## src/rtl/lfsr_gen.sv

```systemverilog
// lfsr_gen: parameterisable Fibonacci/Galois LFSR with load, wrap detection and period measurement.
// Latency: zero added; a step or load is visible on o_lfsr at the edge where i_en/i_load is sampled.
// Backpressure: none; the register advances on every cycle with i_en=1 and holds otherwise.
//
// Ports:
//   clk       rising-edge clock
//   reset     synchronous active-high reset (overrides load and enable)
//   i_en      advance one step
//   i_load    load i_seed (takes priority over i_en)
//   i_seed    load value; all-zero is rejected and replaced by SEED
//   o_lfsr    current state
//   o_bit     serial output, o_lfsr[WIDTH-1]
//   o_wrap    one-cycle pulse when a step lands back on the start value
//   o_period  step count of the last completed cycle
//   o_lockup  one-cycle pulse when an all-zero seed was rejected
module lfsr_gen #(
  parameter int unsigned      WIDTH  = 4,
  parameter logic [WIDTH-1:0] POLY   = 4'b1001,
  parameter logic [WIDTH-1:0] SEED   = 4'b0001,
  parameter bit               GALOIS = 1'b0
) (
  input  logic             clk,
  input  logic             reset,
  input  logic             i_en,
  input  logic             i_load,
  input  logic [WIDTH-1:0] i_seed,
  output logic [WIDTH-1:0] o_lfsr,
  output logic             o_bit,
  output logic             o_wrap,
  output logic [WIDTH-1:0] o_period,
  output logic             o_lockup
);

  // Fibonacci taps: POLY[k] selects state bit WIDTH-1-k, i.e. POLY bit-reversed.
  localparam logic [WIDTH-1:0] POLY_REV = {<<{POLY}};

  logic [WIDTH-1:0] lfsr_q,   lfsr_d;
  logic [WIDTH-1:0] start_q,  start_d;
  logic [WIDTH-1:0] cnt_q,    cnt_d;
  logic [WIDTH-1:0] period_q, period_d;
  logic             wrap_q,   wrap_d;
  logic             lockup_q, lockup_d;

  logic             fb;
  logic [WIDTH-1:0] step_raw;
  logic [WIDTH-1:0] step_val;

  always_comb begin
    fb       = ^(lfsr_q & POLY_REV);
    step_raw = '0;
    if (GALOIS) begin
      step_raw = {lfsr_q[WIDTH-2:0], 1'b0} ^ (lfsr_q[WIDTH-1] ? POLY : '0);
    end else begin
      step_raw = {lfsr_q[WIDTH-2:0], fb};
    end
    // A degenerate POLY (no x^0 term) can collapse to zero; recover via SEED
    // so the register never sticks in the all-zero lockup state.
    step_val = (step_raw == '0) ? SEED : step_raw;
  end

  always_comb begin
    lfsr_d   = lfsr_q;
    start_d  = start_q;
    cnt_d    = cnt_q;
    period_d = period_q;
    wrap_d   = 1'b0;
    lockup_d = 1'b0;
    if (i_load) begin
      // Load wins over enable: no step, no count, no wrap this cycle.
      if (i_seed == '0) begin
        lfsr_d   = SEED;
        start_d  = SEED;
        lockup_d = 1'b1;
      end else begin
        lfsr_d  = i_seed;
        start_d = i_seed;
      end
      cnt_d = '0;
    end else if (i_en) begin
      lfsr_d = step_val;
      if (step_val == start_q) begin
        // cnt_q counts steps already taken; this step closes the cycle.
        wrap_d   = 1'b1;
        period_d = cnt_q + WIDTH'(1);
        cnt_d    = '0;
      end else begin
        cnt_d = cnt_q + WIDTH'(1);
      end
    end
  end

  always_ff @(posedge clk) begin
    if (reset) begin
      lfsr_q   <= SEED;
      start_q  <= SEED;
      cnt_q    <= '0;
      period_q <= '0;
      wrap_q   <= 1'b0;
      lockup_q <= 1'b0;
    end else begin
      lfsr_q   <= lfsr_d;
      start_q  <= start_d;
      cnt_q    <= cnt_d;
      period_q <= period_d;
      wrap_q   <= wrap_d;
      lockup_q <= lockup_d;
    end
  end

  assign o_lfsr   = lfsr_q;
  assign o_bit    = lfsr_q[WIDTH-1];
  assign o_wrap   = wrap_q;
  assign o_period = period_q;
  assign o_lockup = lockup_q;

endmodule

```

## config.mk

```make
export PLATFORM = sky130hd
export DESIGN_NAME = lfsr_gen
export DESIGN_NICKNAME = d
export VERILOG_FILES = /design/src/rtl/lfsr_gen.sv
export SDC_FILE = /design/constraint.sdc
export NUM_CORES = 1
export LEC_CHECK = 0
export CORE_MARGIN = 4
export CORE_UTILIZATION = 49
export DETAILED_ROUTE_END_ITERATION = 7
export GPL_TIMING_DRIVEN = 0
export MAX_ROUTING_LAYER = met4
export PLACE_DENSITY = 0.76
export SYNTH_ARGS = -nofsm -noshare
export SYNTH_HDL_FRONTEND = slang
export SYNTH_SLANG_ARGS = --single-unit
```

## constraint.sdc

```tcl
create_clock -name clk -period 2.65 [get_ports clk]
set_clock_uncertainty 0.05 [all_clocks]
set_input_delay 0.265 -clock clk [delete_from_list [all_inputs] [get_ports clk]]
set_output_delay 0.265 -clock clk [all_outputs]
set_load 0.1 [all_outputs]
```

Yosys cells after proc, flatten, opt, wreduce, memory -nomap -nowiden
Index checks and enable logic that the tools add are counted.

storage, ports and cells
  register bits after elaboration = 18
  input bits = 8
  logic and storage cells = 25

cells by class
  add/subtract/negate cells = 1
  equality and inequality tests = 1
  mux-type cells = 7
  bitwise operators = 2
  reduce and logical (&&, ||, !) cells = 8

operators by type and width
  kind                   count
  $mux W4                5
  $logic_not A4 Y1       2
  $add A4 B1 Y4 const B  1
  $eq A4 B4 Y1           1
  $reduce_or A2 Y1       2
  $reduce_xor A4 Y1      1
  $reduce_and A3 Y1      1
  $reduce_or A3 Y1       1
  $mux W1                2
  $not A1 Y1             2
  $reduce_bool A2 Y1     1

Logic depth before layout (Yosys ltp)
Gate-level depths: netlist of run 1.

  word-level depth = 5
  gate-level depth with buffers = 6

Worst setup path before layout of run 1
OpenSTA, ideal clock, no wires.

  path type = register to register
  start point = reg lfsr_q[0], in the netlist o_lfsr[0]
  end point = reg period_q[0], in the netlist o_period[0]
  library setup time = 0.121 ns
  arrival time = 2.614 ns
  data required time = 2.479 ns
  setup slack = -0.136 ns
  cell stages (with the launch flop) = 7
  path buffers = 0
  period minus slack after synthesis = 2.786 ns
  cells stage by stage = dfxtp_1 -> inv_1 -> ha_1 -> nor2b_1 -> or4_4 -> nor3_4 -> mux2_4

on the way
  longest elaborated chain between the ends = 5

ends and longest elaborated chain
  item                                    line  RTL
  start: declaration                      37    logic [WIDTH-1:0] lfsr_q, lfsr_d;
  start signal: assignment                101   lfsr_q <= lfsr_d;
  $reduce_xor A4 Y1                       49    fb = ^(lfsr_q & POLY_REV);
  $logic_not A4 Y1                        58    step_val = (step_raw == '0) ? SEED : step_raw;
  $mux W4 (*)                             58
  $eq A4 B4 Y1 (*)                        81    if (step_val == start_q) begin
  $reduce_and A3 Y1 (no source line) (*)  -
  end signal: assignment                  104   period_q <= period_d;
  end: declaration                        40    logic [WIDTH-1:0] period_q, period_d;

Every way passes the cells marked *; elsewhere a longest branch is shown, timed or not.
A chain may end at the register's enable or synchronous reset.

Worst setup path in the final report of run 1
  start point = reg lfsr_q[2], in the netlist o_lfsr[2]
  end point = out o_lfsr[2]

RTL lines
  item              line  RTL
  end: declaration  27    output logic [WIDTH-1:0] o_lfsr,

No word-level cell between the ends.

==> results.toml, run 1 <==
[outcome]
outcome = "complete, no violations"

[die]
die_y_um = 52.1
initial_util = 0.533
rows = 15
coreArea_um2 = 1780
floorplan.die.width_um = 52.1
ioPinCount = 19
die_area_um2 = 2710

[sta]
maxClockFrequency_mhz = 434
fraction_of_the_cycle_the_final_worst_path_needs = 0.870
worst_margin_pin_slew_ns = 0.967
setup_viol = 0
finalSetupTns_ns = 0
relSlewSlack = 0.354
hold_ws_ns = 0.245
hold_violations = 0
rsz0062_at_grt = "no"
finalMaxSlewViolations = 0
setup_slack_ns = 0.345
final.min_clock_period_ns = 2.30

[placement]
place.gp.congestion = 0.820
cell_total_after_placement = 143
placement.setup.worst_slack_ns = 0.575
place.detailed.hpwl_um = 1450
placement.io_buffers = 15

[clock_tree]
root_buffer = "clkbuf_4"
tritoncts = "yes"
clock_sink_count = 18
insertion_delay_ns = 0.30
htree_num_levels = 1
post_cts.repair.setup_buffers = 0
cts.path.max_buffers = 2
clkTransAtPathRegs_ns = 0.10
postCtsHoldBufs = 0
post_cts.resized_instances = 0
cts-buffers-inserted = 3

[synthesis]
yosys.cell_types.count = 37
synth_area_per_cell_um2 = 9.23
syn_inst = 103
synth-warning-count = 0
syn-num-nets = 113
synth_top_cell_area_share = 0.379
synth_flop_cell = "dfxtp_1"
synth_seq_area_share = 0.379
register_bit_total_from_synthesis = 18
synth-edff-count = 0
post_synth_instance_area_um2 = 951
synth_area_leaders = "dfxtp_1, mux2i_1, nand2b_1"
synth_top_cell_by_area = "dfxtp_1"
async_reset_ff_frac = 0

[grt]
grt_pass1_vias = 776
first_pass_grt_wire_length_um = 3350
grt_max_degree = 11
grt_overflow = 0
global_route.usage.total = 0.172
antenna_found_initial = 0

[critical_path]
worstPathRequired_ns = 2.34
critical_path_peak_fanout = 8
timing.critical_path.cells = "clkdlybuf4s50_1"
critPathMaxStageDelay_ns = 1.19
critical_path_cell_with_the_highest_stage_delay = "clkdlybuf4s50_1"
path_class = "register to output port"
critPathCaptureType = "output port"
critical_path_arrival_ns = 1.99
timing.critical_path.from_type = "register"
timing.critical_path.max_delay_family = "buffers and inverters"
path_buf_inv = 1

[detailed_routing]
drtAntennaViolNets = 0
detail_route.drc_violations = 0
vias = 780
routed_via_density = 5.31
detail_route.first_pass.iterations = 4
routedWlPerCell_um = 12.8
drt-initial-drc-count = 15
postRouteWirelength_um = 1880

[job]
max_cap_violations = 0

[finish]
finalNetCount = 133
post_route_cells_drive_above_1_share = 0.139
antennaDiodeCount = 0
fin_cells = 147
final_core_util = 0.657
layout-area-overhead-vs-synth_pct = 23.2

[power_and_ir_drop]
leakagePower_nw = 0.468
peakVddDrop_v = 0.000320
p_per_area_nw_per_um2 = 536

[hold_path]
worst_hold_path_type = "primary input to register"
[area by class of cell]
type	instances	area (um2)
fillers	157	612
multi-input cells	74	531
flip-flops and latches	18	363
repair buffers	15	150
plain buffers	6	41.3
clock buffers	4	36.3
well taps	25	31.3
inverters	5	18.8
[cells by family (layout without fill, tap and decap cells)]
kind of cell | after synthesis | after routing | share of synthesized area
buf+inv | 11 | 30 | 0.0632
flops | 18 | 18 | 0.379
simple gates | 37 | 37 | 0.237
compound gates | 22 | 22 | 0.158
fa+ha+maj | 2 | 2 | 0.0263
xor+xnor | 5 | 5 | 0.0461
mux | 8 | 8 | 0.0908
[worst paths after layout]
path	start	endpoint	slack, ns	cells past startpoint
max reg2reg	o_lfsr[0]	o_period[0]	0.55	6
min	reset	cnt_q[2]	0.25	3
max	o_lfsr[2]	o_lfsr[2]	0.35	1
min reg2reg	o_period[1]	o_period[1]	0.43	2
[registers in the layout, summed over array words and instances (netlist names)]
register and count:
o_period 4, o_wrap 1, cnt_q 4, o_lockup 1
start_q 4, o_lfsr 4
[cells in the mapped netlist, types with 2 or more instances]
| cell type | count |
|---|---|
| dfxtp_1 | 18 |
| nor2_1 | 9 |
| a21oi_1 | 8 |
| nand2b_1 | 7 |
| mux2i_1 | 6 |
| nor3_1 | 6 |
| inv_1 | 5 |
| buf_4 | 3 |
| o21a_1 | 3 |
| o21ai_0 | 3 |
| xor2_1 | 3 |
| a32o_1 | 2 |
| clkbuf_1 | 2 |
| ha_1 | 2 |
| nand2_1 | 2 |
| nor4_1 | 2 |
| xnor2_1 | 2 |
[report_power, final]
group,leakage [nW],internal [mW],switching (mW)
registers,0.147,0.282,0.0122
clock network,0.0210,0.0838,0.0880
logic,0.300,0.0567,0.105
[metal layers]
layer | routed length (um) | vias to the layer above | global-route usage
li1 | - | 403 | -
met1 | 878 | 352 | 0.213
met2 | 888 | 20 | 0.268
met3 | 72 | 5 | 0.0344
met4 | 37 | 0 | 0.0786
met5 | 0 | - | -
[metrics by stage]
stage          instance area, um2  power (mW)
2_1_floorplan                 953       0.426
3_3_place_gp                 1130       0.460
3_5_place_dp                 1130       0.463
4_1_cts                      1170       0.632
5_1_grt                      1170       0.659
6_report                     1170       0.628
[cells in the final DEF, fill, tap and decap left out, drive strengths merged, types with 3 or more instances in the layout]
cell / n
a21oi: 8
buf: 4
clkbuf: 6
clkdlybuf4s50: 15
dfxtp: 18
inv: 5
mux2i: 6
nand2b: 7
nor2: 9
nor3: 7
o21a: 3
o21ai: 3
xor2: 3
(Power assumes the default switching activity.)
==> run 2: changes to the inputs <==
GPL_ROUTABILITY_DRIVEN = 0   (was unset)
==> results of run 2 <==
Final layout, timing and power as in run 1 (identical DEF).
==> run 3: changes to the inputs <==
PLACE_DENSITY = 0.74   (was 0.76)
==> results.toml, run 3 (synthesized netlist as in run 1, its figures left out) <==
[clock_tree]
cts-buffers-inserted = 3
post_cts.resized_instances = 0
clkTransAtPathRegs_ns = 0.10
root_buffer = "clkbuf_4"
htree_num_levels = 1
cts.path.max_buffers = 2
clock_sink_count = 18
insertion_delay_ns = 0.30
post_cts.repair.setup_buffers = 0
postCtsHoldBufs = 0
tritoncts = "yes"

[die]
initial_util = 0.533
coreArea_um2 = 1780
rows = 15
die_area_um2 = 2710
ioPinCount = 19
die_y_um = 52.1
floorplan.die.width_um = 52.1

[critical_path]
path_buf_inv = 1
critical_path_arrival_ns = 2.01
worstPathRequired_ns = 2.34
worstReg2RegStart = "o_lfsr[0]"
crit_start = "o_lfsr[2]"
critical_path_peak_fanout = 8
path_class = "register to output port"
cp_num_cells = 1
timing.critical_path.to = "o_lfsr[2]"
critPathCaptureType = "output port"
timing.critical_path.max_delay_family = "buffers and inverters"
regToRegEndpoint = "o_period[0]"
critPathMaxStageDelay_ns = 1.20
timing.critical_path.from_type = "register"
reg2regPathDepth = 6
timing.critical_path.cells = "clkdlybuf4s50_1"
critical_path_cell_with_the_highest_stage_delay = "clkdlybuf4s50_1"
worst-r2r-setup-slack_ns = 0.53

[finish]
antennaDiodeCount = 0
most-common-layout-cells = "dfxtp_1, clkdlybuf4s50_1, nor2_1"
post_route_cells_drive_above_1_share = 0.139
layout.area.seq_um2 = 363
mostFrequentLayoutCell = "dfxtp_1"
stdcell_area_um2 = 1170
layout-area-overhead-vs-synth_pct = 23.2
final.fill_count = 154
area_used_by_multi_input_combinational_logic_um2 = 531
finalNetCount = 133

[detailed_routing]
detail_route.first_pass.iterations = 4
routedWlPerCell_um = 12.9
drt-initial-drc-count = 4
vias = 788
detail_route.drc_violations = 0
routed_via_density = 5.36
postRouteWirelength_um = 1890
drtAntennaViolNets = 0

[hold_path]
worst_hold_path_type = "primary input to register"

[sta]
hold_ws_ns = 0.226
fraction_of_the_cycle_the_final_worst_path_needs = 0.876
finalSetupTns_ns = 0
finalMaxSlewViolations = 0
relSlewSlack = 0.350
maxClockFrequency_mhz = 431
setup_viol = 0
final.min_clock_period_ns = 2.32
rsz0062_at_grt = "no"
worst_margin_pin_slew_ns = 0.972
hold_violations = 0

[power_and_ir_drop]
leakagePower_nw = 0.468
p_per_area_nw_per_um2 = 538
peakVddDrop_v = 0.000415

[job]
max_cap_violations = 0

[placement]
placedInstanceArea_um2 = 1130
placement.io_buffers = 15
place.detailed.hpwl_um = 1470

[grt]
grt_pass1_vias = 750
global_route.usage.total = 0.166
antenna_found_initial = 0
grt_overflow = 0
grt_max_degree = 11
first_pass_grt_wire_length_um = 3240

[outcome]
outcome = "complete, no violations"
## run 3: cell counts in the layout (fill, tap and decap cells not counted)
Identical to the previous run, type by type.
## run 3: per-layer routing
metal	GRT usage	wire length (um)
met1	0.211	923
met2	0.245	826
met3	0.0344	96
met4	0.0917	44
met5	-	0
## run 3: per-stage QoR
step                 util  power (mW)  setup slack (ns)  std cells
global route        0.657       0.661             0.262        147
finish              0.657       0.630             0.329        147
global placement    0.636       0.461             0.556        143
floorplan               -       0.426             0.179        103
CTS                 0.657       0.635             0.323        147
detailed placement  0.636       0.463             0.544        143
## run 3: area by class of cell
class,instances,share of cell area
multi-input cells,74,0.453
well taps,25,0.0267
repair buffers,15,0.128
inverters,5,0.0160
flip-flops and latches,18,0.310
plain buffers,6,0.0353
clock buffers,4,0.0310
## run 3: worst min path at each step
stage,from,endpoint,slack [ns],cells after the start
2_1_floorplan,i_seed[3],o_lfsr[3],0.36,2
3_3_place_gp,o_period[1],o_period[1],0.41,2
3_5_place_dp,o_period[1],o_period[1],0.43,2
4_1_cts,reset,cnt_q[2],0.22,3
5_1_grt,reset,cnt_q[2],0.24,3
6_report,reset,cnt_q[2],0.23,3
## run 3: tightest hold or removal path: cells and delay by family
| kind | cells | cell delay [ns] |
|---|---|---|
| AO/OA/AOI/OAI | 1 | 0.09 |
| buffers and inverters | 1 | 0.13 |
| AND/OR/NAND/NOR | 1 | 0.06 |
## run 3: where the power goes
part           switching (mW)  leakage (nW)  total (mW)  internal [mW]
Sequential             0.0124         0.147       0.294          0.282
Clock                  0.0889        0.0210       0.173         0.0839
Combinational           0.106         0.300       0.162         0.0567
Total                   0.207         0.468       0.630          0.423
